### config.mk
export PLATFORM = sky130hd
export DESIGN_NAME = uba_page_xlate_flat
export DESIGN_NICKNAME = d
export VERILOG_FILES = /design/src/rtl/uba_page_xlate_if.sv /design/src/rtl/uba_page_xlate.sv /design/src/flat_wrapper.sv
export SDC_FILE = /design/constraint.sdc
export NUM_CORES = 1
export LEC_CHECK = 0
export CORE_MARGIN = 2
export CORE_UTILIZATION = 40
export DETAILED_ROUTE_END_ITERATION = 7
export GPL_TIMING_DRIVEN = 0
export PLACE_DENSITY_LB_ADDON = 0.2
export SLEW_MARGIN = 25
export SYNTH_ARGS = -nofsm -noshare
export SYNTH_HDL_FRONTEND = slang
export SYNTH_SLANG_ARGS = --single-unit
### constraint.sdc
create_clock -name clk -period 8.6 [get_ports clk]
set_clock_uncertainty 0.2 [all_clocks]
set_input_delay 1.72 -clock clk [delete_from_list [all_inputs] [get_ports clk]]
set_output_delay 1.72 -clock clk [all_outputs]
set_load 0.02 [all_outputs]
### src/rtl/uba_page_xlate_if.sv
// Device-side translation handshake between the UBA device arbiter (master)
// and the page translator (slave).
interface uba_page_xlate_if;
    logic        devREQI;
    logic        devIOI;
    logic [0:35] pageADDRI;
    logic        devACKO;
    logic        xlateVALID;
    logic [0:35] busADDRO;
    logic [0:3]  pageFLAGS;
    logic        pageFAIL;
    logic [0:1]  failCODE;

    modport master (
        output devREQI, devIOI, pageADDRI,
        input  devACKO, xlateVALID, busADDRO, pageFLAGS, pageFAIL, failCODE
    );

    modport slave (
        input  devREQI, devIOI, pageADDRI,
        output devACKO, xlateVALID, busADDRO, pageFLAGS, pageFAIL, failCODE
    );
endinterface

### src/rtl/uba_page_xlate.sv
// Registered UBA page translator: device virtual page -> KS10 physical page
// through a page RAM, with hardware valid-clear sweep and fail reporting.
module uba_page_xlate #(
    parameter int PAGES = 64,
    parameter int PPNW  = 11
) (
    input  logic            clk,
    input  logic            rst,
    input  logic            clrALL,
    input  logic            pageWRITE,
    input  logic            pageREAD,
    input  logic [0:35]     busADDRI,
    input  logic [0:35]     busDATAI,
    output logic [0:35]     pageDATAO,
    output logic            pageBUSY,
    output logic [0:7]      failCNT,
    input  logic            failCLR,
    uba_page_xlate_if.slave dev
);
    localparam int VPW   = $clog2(PAGES);
    localparam int WORDW = 15 - VPW;
    localparam int ENTW  = 4 + PPNW;
    localparam int HIW   = 36 - PPNW - WORDW;

    typedef enum logic [1:0] {SWEEP, IDLE, RESULT} state_t;

    state_t          state, state_nxt;
    logic [VPW-1:0]  idx;
    logic [0:ENTW-1] ram [PAGES];

    logic            ram_we;
    logic [VPW-1:0]  ram_wa;
    logic [0:ENTW-1] ram_wd;
    logic            accept;

    logic [VPW-1:0]  bidx, vpage;
    logic [0:ENTW-1] wentry, xent, rent;
    logic [0:1]      x_code;
    logic [0:35]     x_addr, rd_fmt;

    logic            res_valid, res_fail;
    logic [0:35]     res_addr;
    logic [0:3]      res_flags;
    logic [0:1]      res_code;
    logic            unused_bits;

    assign bidx   = busADDRI[36-VPW:35];
    assign vpage  = dev.pageADDRI[19:18+VPW];
    assign wentry = {busDATAI[18:21], busDATAI[36-PPNW:35]};
    assign rent   = ram[bidx];

    assign unused_bits = ^{busADDRI, busDATAI, dev.pageADDRI};

    // FSM: state register
    always_ff @(posedge clk or negedge rst) begin
        if (!rst) state <= SWEEP;
        else      state <= state_nxt;
    end

    // FSM: next state
    always_comb begin
        state_nxt = state;
        case (state)
            SWEEP:   if (!clrALL && idx == '1) state_nxt = IDLE;
            IDLE:    if (clrALL) state_nxt = SWEEP;
                     else if (dev.devREQI) state_nxt = RESULT;
            RESULT:  state_nxt = clrALL ? SWEEP : IDLE;
            default: state_nxt = SWEEP;
        endcase
    end

    // FSM: outputs and page RAM write port (sweep owns the port while busy)
    always_comb begin
        pageBUSY = (state == SWEEP);
        accept   = (state == IDLE) && dev.devREQI && !clrALL;
        ram_we   = 1'b0;
        ram_wa   = bidx;
        ram_wd   = wentry;
        if (state == SWEEP) begin
            ram_we = 1'b1;
            ram_wa = idx;
            ram_wd = '0;
        end else if (pageWRITE) begin
            ram_we = 1'b1;
        end
    end

    assign dev.devACKO = accept;

    always_ff @(posedge clk or negedge rst) begin
        if (!rst)             idx <= '0;
        else if (clrALL)      idx <= '0;
        else if (pageBUSY)    idx <= idx + VPW'(1);
    end

    always_ff @(posedge clk) begin
        if (ram_we) ram[ram_wa] <= ram_wd;
    end

    // A KS10 write to the page being translated in the accept cycle wins.
    always_comb begin
        xent = ram[vpage];
        if (!pageBUSY && pageWRITE && (bidx == vpage)) xent = wentry;
    end

    always_comb begin
        x_code = 2'd0;
        if (!dev.devIOI) begin
            if (dev.pageADDRI[18])                               x_code = 2'd1;
            else if (xent[2] && (dev.pageADDRI[34] || dev.pageADDRI[35])) x_code = 2'd2;
            else if (!xent[3])                                   x_code = 2'd3;
        end
        x_addr = {dev.pageADDRI[0:HIW-1], xent[4:ENTW-1], dev.pageADDRI[34-WORDW:33]};
    end

    always_comb begin
        rd_fmt              = '0;
        rd_fmt[5:8]         = rent[0:3];
        rd_fmt[27-PPNW:26]  = rent[4:ENTW-1];
    end

    always_ff @(posedge clk or negedge rst) begin
        if (!rst) begin
            res_valid <= 1'b0;
            res_fail  <= 1'b0;
            res_addr  <= '0;
            res_flags <= '0;
            res_code  <= '0;
        end else begin
            res_valid <= accept;
            if (accept) begin
                res_addr  <= x_addr;
                res_flags <= xent[0:3];
                res_code  <= x_code;
                res_fail  <= (x_code != 2'd0);
            end
        end
    end

    always_ff @(posedge clk or negedge rst) begin
        if (!rst)                                        failCNT <= '0;
        else if (failCLR)                                failCNT <= '0;
        else if (res_valid && res_fail && failCNT != '1) failCNT <= failCNT + 8'd1;
    end

    always_ff @(posedge clk or negedge rst) begin
        if (!rst)                       pageDATAO <= '0;
        else if (pageREAD && !pageBUSY) pageDATAO <= rd_fmt;
    end

    assign dev.xlateVALID = res_valid;
    assign dev.busADDRO   = res_addr;
    assign dev.pageFLAGS  = res_flags;
    assign dev.pageFAIL   = res_fail;
    assign dev.failCODE   = res_code;
endmodule

### src/flat_wrapper.sv
// flat-port wrapper written by rule: the top's interface ports become plain ports
module uba_page_xlate_flat 
#(
    parameter int PAGES = 64,
    parameter int PPNW  = 11
)
  (clk, rst, clrALL, pageWRITE, pageREAD, busADDRI, busDATAI, pageDATAO, pageBUSY, failCNT, failCLR, dev_devREQI, dev_devIOI, dev_pageADDRI, dev_devACKO, dev_xlateVALID, dev_busADDRO, dev_pageFLAGS, dev_pageFAIL, dev_failCODE);
  uba_page_xlate_if dev_i ();
  input  logic clk;
  input  logic rst;
  input  logic clrALL;
  input  logic pageWRITE;
  input  logic pageREAD;
  input  logic [0:35] busADDRI;
  input  logic [0:35] busDATAI;
  output logic [0:35] pageDATAO;
  output logic pageBUSY;
  output logic [0:7] failCNT;
  input  logic failCLR;
  input wire logic [$bits(dev_i.devREQI)-1:0] dev_devREQI;
  input wire logic [$bits(dev_i.devIOI)-1:0] dev_devIOI;
  input wire logic [$bits(dev_i.pageADDRI)-1:0] dev_pageADDRI;
  output wire logic [$bits(dev_i.devACKO)-1:0] dev_devACKO;
  output wire logic [$bits(dev_i.xlateVALID)-1:0] dev_xlateVALID;
  output wire logic [$bits(dev_i.busADDRO)-1:0] dev_busADDRO;
  output wire logic [$bits(dev_i.pageFLAGS)-1:0] dev_pageFLAGS;
  output wire logic [$bits(dev_i.pageFAIL)-1:0] dev_pageFAIL;
  output wire logic [$bits(dev_i.failCODE)-1:0] dev_failCODE;
  assign dev_i.devREQI = dev_devREQI;
  assign dev_i.devIOI = dev_devIOI;
  assign dev_i.pageADDRI = dev_pageADDRI;
  assign dev_devACKO = dev_i.devACKO;
  assign dev_xlateVALID = dev_i.xlateVALID;
  assign dev_busADDRO = dev_i.busADDRO;
  assign dev_pageFLAGS = dev_i.pageFLAGS;
  assign dev_pageFAIL = dev_i.pageFAIL;
  assign dev_failCODE = dev_i.failCODE;
  uba_page_xlate #(.PAGES(PAGES), .PPNW(PPNW)) u_core (.clk(clk), .rst(rst), .clrALL(clrALL), .pageWRITE(pageWRITE), .pageREAD(pageREAD), .busADDRI(busADDRI), .busDATAI(busDATAI), .pageDATAO(pageDATAO), .pageBUSY(pageBUSY), .failCNT(failCNT), .failCLR(failCLR), .dev(dev_i));
endmodule
=== Word level (Yosys, flattened, before mapping) ===
Memory sizes are Yosys's and may differ from the RTL's. A register that Yosys moved wholly into a read port is not among the register bits.
Cells that the tools add are included.
Widths: inputs -> output; s select.

* Bits in registers: 60
* Bits in latches: 0
* RAM bits: 960
* Memory bits (read-only): 0
* Input bits: 116
* Output and inout port bits: 90
* Logic and storage cells: 56
* Memories: 1

{| class="wikitable"
|+ Memory list
! name !! depth !! width !! read ports !! clocked after memory_dff !! wr ports !! RTL line !! source
|-
| u_core.ram || 64 || 15 || 2 || 1 || 1 || uba_page_xlate.sv:29 || <nowiki>logic [0:ENTW-1] ram [PAGES];</nowiki>
|}

* Add/sub/neg operators: 2
* Multiply operators: 0
* Div/mod/pow operators: 0
* $lt $le $gt $ge: 0
* Equal/unequal tests: 7
* Shift-type cells: 0
* Multiplexer cells: 20
* Bitwise logic cells: 0
* Reduce and logical (&&, ||, !) cells: 18

{| class="wikitable"
|+ Operator list
! operator !! count
|-
| $mux 15 || 2
|-
| $mux 6 || 3
|-
| $mux 8 || 2
|-
| $mux 2 || 7
|-
| $logic_and 1x1->1 || 9
|-
| $add 8x1->8 const B || 1
|-
| $ne 8x8->1 const B || 1
|-
| $add 6x1->6 const B || 1
|-
| $eq 6x6->1 || 1
|-
| $eq 6x6->1 const B || 1
|-
| $pmux 2 s3 || 1
|-
| $reduce_bool 2->1 || 3
|-
| $mux 1 || 5
|-
| $logic_not 1->1 || 3
|-
| $ne 3x3->1 const B || 1
|-
| $eq 2x1->1 const B || 1
|-
| $eq 2x2->1 const B || 1
|-
| $logic_not 2->1 || 1
|-
| $ne 2x2->1 const B || 1
|-
| $reduce_and 2->1 || 1
|-
| $logic_or 1x1->1 || 1
|}

=== Longest topological paths before layout ===
* Depth in word-level cells: 10
* Gate-level depth with buffers: 11

=== Worst setup path before layout ===
No wires, ideal clock.

* Kind: in2out
* Start point: input clrALL
* End point: output dev_devACKO
* Arrival: 2,755 ps
* Required time: 6,680 ps
* Path slack: 3,925 ps
* Cell stages on the path: 5
* Buffers on the path: 3
* Path through: clkbuf_1 > nand4bb_1 > clkbuf_1 > inv_2 > clkbuf_1

* Word-level cells in the longest chain between the ends: 2

{| class="wikitable"
|+ Ends and longest elaborated chain
! item !! RTL line !! source
|-
| start, declared || flat_wrapper.sv:11 || <nowiki>input logic clrALL;</nowiki>
|-
| $logic_not 1->1 || uba_page_xlate.sv:75 || <nowiki>accept = (state == IDLE) && dev.devREQI && !clrALL;</nowiki>
|-
| $logic_and 1x1->1 || uba_page_xlate.sv:75 ||
|-
| end, declared || flat_wrapper.sv:23 || <nowiki>output wire logic [$bits(dev_i.devACKO)-1:0] dev_devACKO;</nowiki>
|}

No other way between the ends.

=== Worst setup path after layout ===
* Start point: input dev_devREQI
* End point: output dev_devACKO

* Word-level cells in the longest chain between the ends: 2

{| class="wikitable"
|+ Ends and longest elaborated chain
! item !! RTL line !! source
|-
| start, declared || flat_wrapper.sv:20 || <nowiki>input wire logic [$bits(dev_i.devREQI)-1:0] dev_devREQI;</nowiki>
|-
| $logic_and 1x1->1 (2 in a row) || uba_page_xlate.sv:75 ||
|}

No other way between the ends.

==> impl_metrics.ini <==
[timing]
report.final.slew_viol_count = 0
final.min_clock_period_ns = 6.21
max_freq_mhz = 161
period_share_pct = 72.2
tightest_slew_ns = 1.11
rsz0062_at_grt = false
slew_headroom_pct = 25.7
worst_slack_ns = 2.39
setup_viol = 0
fin_setup_tns_ns = 0
hold_violations = 0

[grt]
gr-usage-all-layers_pct = 28.2
grt_pass1_wl_mm = 232
grt_start_max_net_pins = 65
antenna_found_initial = 16
grt_overflow_total = 0
grt_pass1_vias = 27700

[floorplan]
die_y_microns = 350
start_util_pct = 40.4
row_count = 126
pin_count = 206
dieArea_sq_mm = 0.122
die_w_microns = 350
core_area_sq_mm = 0.118

[pwr]
power_frac_comb_pct = 9.4
ir_worst_vdd_mv = 0.162
power_density_mw_per_mm2 = 203
internal_power_mw = 8.62
switching_share_pct = 23.8
power_frac_clock_pct = 41.9
p_leak_nw = 18.2
seq_power_share_pct = 48.7
p_switching_mw = 2.69

[drt]
antenna_left = 0
vias = 28300
wl_per_cell_microns = 40.0
first_pass_iters = 6
drtIter0Drc = 4229
drc = 0
viasPerCell = 6.57
wirelength_mm = 172

[placed_design]
dp_worst_setup_slack_ns = 2.05
gp_congestion = 1.25
hpwlAfterDp_mm = 129
io_buffers = 124
placed_cell_area_sq_mm = 0.0523
placedCellCount = 4096

[worst_hold_path]
hold_depth = 2
min_to = u_core.dev.busADDRO[6]
hp-start = u_core.dev.busADDRO[6]
hold_path.class = flop to flop

[critical_path]
critical-path-slowest-cell = clkdlybuf4s50_1
criticalPathCategory = input pin to primary output
reg2reg_slack_ns = 4.76
r2r-end = u_core.ram[17][9]
startpoint_type = input pin
cp.required_ns = 6.68
arrival_ns = 4.29
critPathBufInv = 5
worstPathCellList = clkdlybuf4s50_1 -> nand4bb_1 -> clkbuf_1 -> inv_2 -> clkbuf_1 -> clkdlybuf4s50_1
reg2reg_depth = 8
crit_family = buffers and inverters
critPathMaxStageDelay_ns = 0.70
r2r-start = u_core.state[1]
cp_max_fo = 11
end_kind = primary output

[clock_tree]
path_clk_slew_ns = 0.05
cts_buffers = 107
cts_tree = done
clockBufferDepth = 3
post_cts_buffers = 0
clock-sinks = 1035
clock_latency_ns = 0.72
root_buffer = clkbuf_16
cts_resized = 0
htreeDepth = 3
postCtsHoldBufs = 0

[synthesis]
avgSynthCellArea_sq_um = 20.4
synth_seq_cells = 1035
synthDistinctLibCells = 57
synthArstFlopShare_pct = 7.25
synth-edff-count = 960
syn-cell-area_sq_mm = 0.0478
synthFlopType = edfxtp_1
ys_warn_count = 0
syn_inst = 2344
synth-seq-area-share_pct = 64.2

[final_layout]
multi_input_area_sq_mm = 0.0165
syn_to_final_growth_pct = 16.8
final_util_pct = 47.2
seq_area_sq_mm = 0.0307
nets = 2788
fin_cells = 4303
finalInstanceArea_sq_mm = 0.0558
fill_cells = 9757
drive_gt1_share_pct = 36.4

[run_status]
outcome = finished clean

[flow_run]
cap_violations = 0
[Yosys cell counts, drive strengths merged, types with 7 or more instances]
cell type	count	area share (%)
xor2	8	0.15
nor2	107	0.84
nand3	10	0.10
mux2i	33	0.69
xnor2	7	0.13
edfxtp	960	60
nor3	17	0.18
clkbuf	99	0.78
a211oi	27	0.42
mux4	587	28
inv	10	0.079
and2	42	0.55
a21oi	23	0.24
buf	94	1.1
o21ai	29	0.30
a31oi	19	0.25
mux2	16	0.38
dfrtp	75	3.9
nand2	115	0.90
[power by group through the flow]
stage	sequential [mW]	clock, mW	combinational (mW)
final	5.50	4.74	1.06
after global routing	5.50	4.95	1.08
after CTS	5.50	4.77	1.04
after detailed placement	5.61	0	1.04
after global placement	5.60	0	1.02
after floorplan	5.62	0	0.540
[worst register-to-register path, cell delays in order (launching register included)]
cell and delay (ns):
dfrtp_1 0.52, or2_2 0.19, inv_1 0.06, clkbuf_1 0.20, buf_1 0.33, o31ai_1 0.39, nand2_1 0.65, nor2_2 0.76
buf_6 0.24
[state kept, by name, summed over array words and instances, names as in the netlist]
signal,flops
u_core.ram,960
u_core.dev.pageFAIL,1
u_core.dev.xlateVALID,1
u_core.failCNT,8
u_core.dev.busADDRO,36
u_core.pageDATAO,15
u_core.state,2
u_core.dev.pageFLAGS,4
u_core.dev.failCODE,2
u_core.idx,6
[layout make-up]
type                       instances  area share [%]
sequential                      1035            55.0
multi-input combinational       1126            29.5
clock buffer                     120            5.00
timing repair buffer             197            4.00
tap                             1536            3.44
buffer                           193            1.61
clock inverter                    78            1.33
inverter                          10          0.0672
antenna                            8          0.0359
[stage by stage]
step	hold WS, ns	total power [mW]
final	0.275	11.3
after detailed placement	0.269	6.64
after floorplan	0.336	6.16
after CTS	0.282	11.3
after global placement	0.259	6.63
after global routing	0.293	11.5
[cells in the final DEF (no fill, tap or decap), types with 23 or more instances in the layout]
cell	count
clkinv_1	29
edfxtp_1	960
a211oi_1	27
mux2i_1	33
clkbuf_16	110
nor2_1	43
dfrtp_1	75
clkdlybuf4s50_1	123
a21oi_1	23
o21ai_0	27
mux4_2	587
clkbuf_1	101
nand2_1	115
nor2_2	58
and2_1	27
buf_2	47
buf_6	47
[worst max-delay path by stage]
stage	slack (ns)	cells past startpoint	startpoint	to
after global routing	2.27	6	dev_devREQI	dev_devACKO
after global placement	1.75	9	dev_pageADDRI[12]	u_core.dev.busADDRO[20]
after detailed placement	2.05	10	dev_pageADDRI[13]	u_core.dev.busADDRO[21]
final	2.39	6	dev_devREQI	dev_devACKO
after CTS	2.38	6	dev_devREQI	dev_devACKO
after floorplan	3.92	5	clrALL	dev_devACKO
[cells by family after synthesis]
logic type	synth area share (%)
buf+inv	1.92
other cells	0.00785
simple gates	3.01
fa+ha+maj	0.0523
compound gates	1.77
xor+xnor	0.275
mux	28.7
flops	64.2
[layer usage]
layer	wire length [microns]	up-vias	track usage, %
met5	13	-	0
met4	9770	2	14.0
met3	20200	286	7.41
met2	79700	1978	44.0
met1	62400	15300	36.8
li1	-	10700	-
Power figures use the tool's default switching activity.
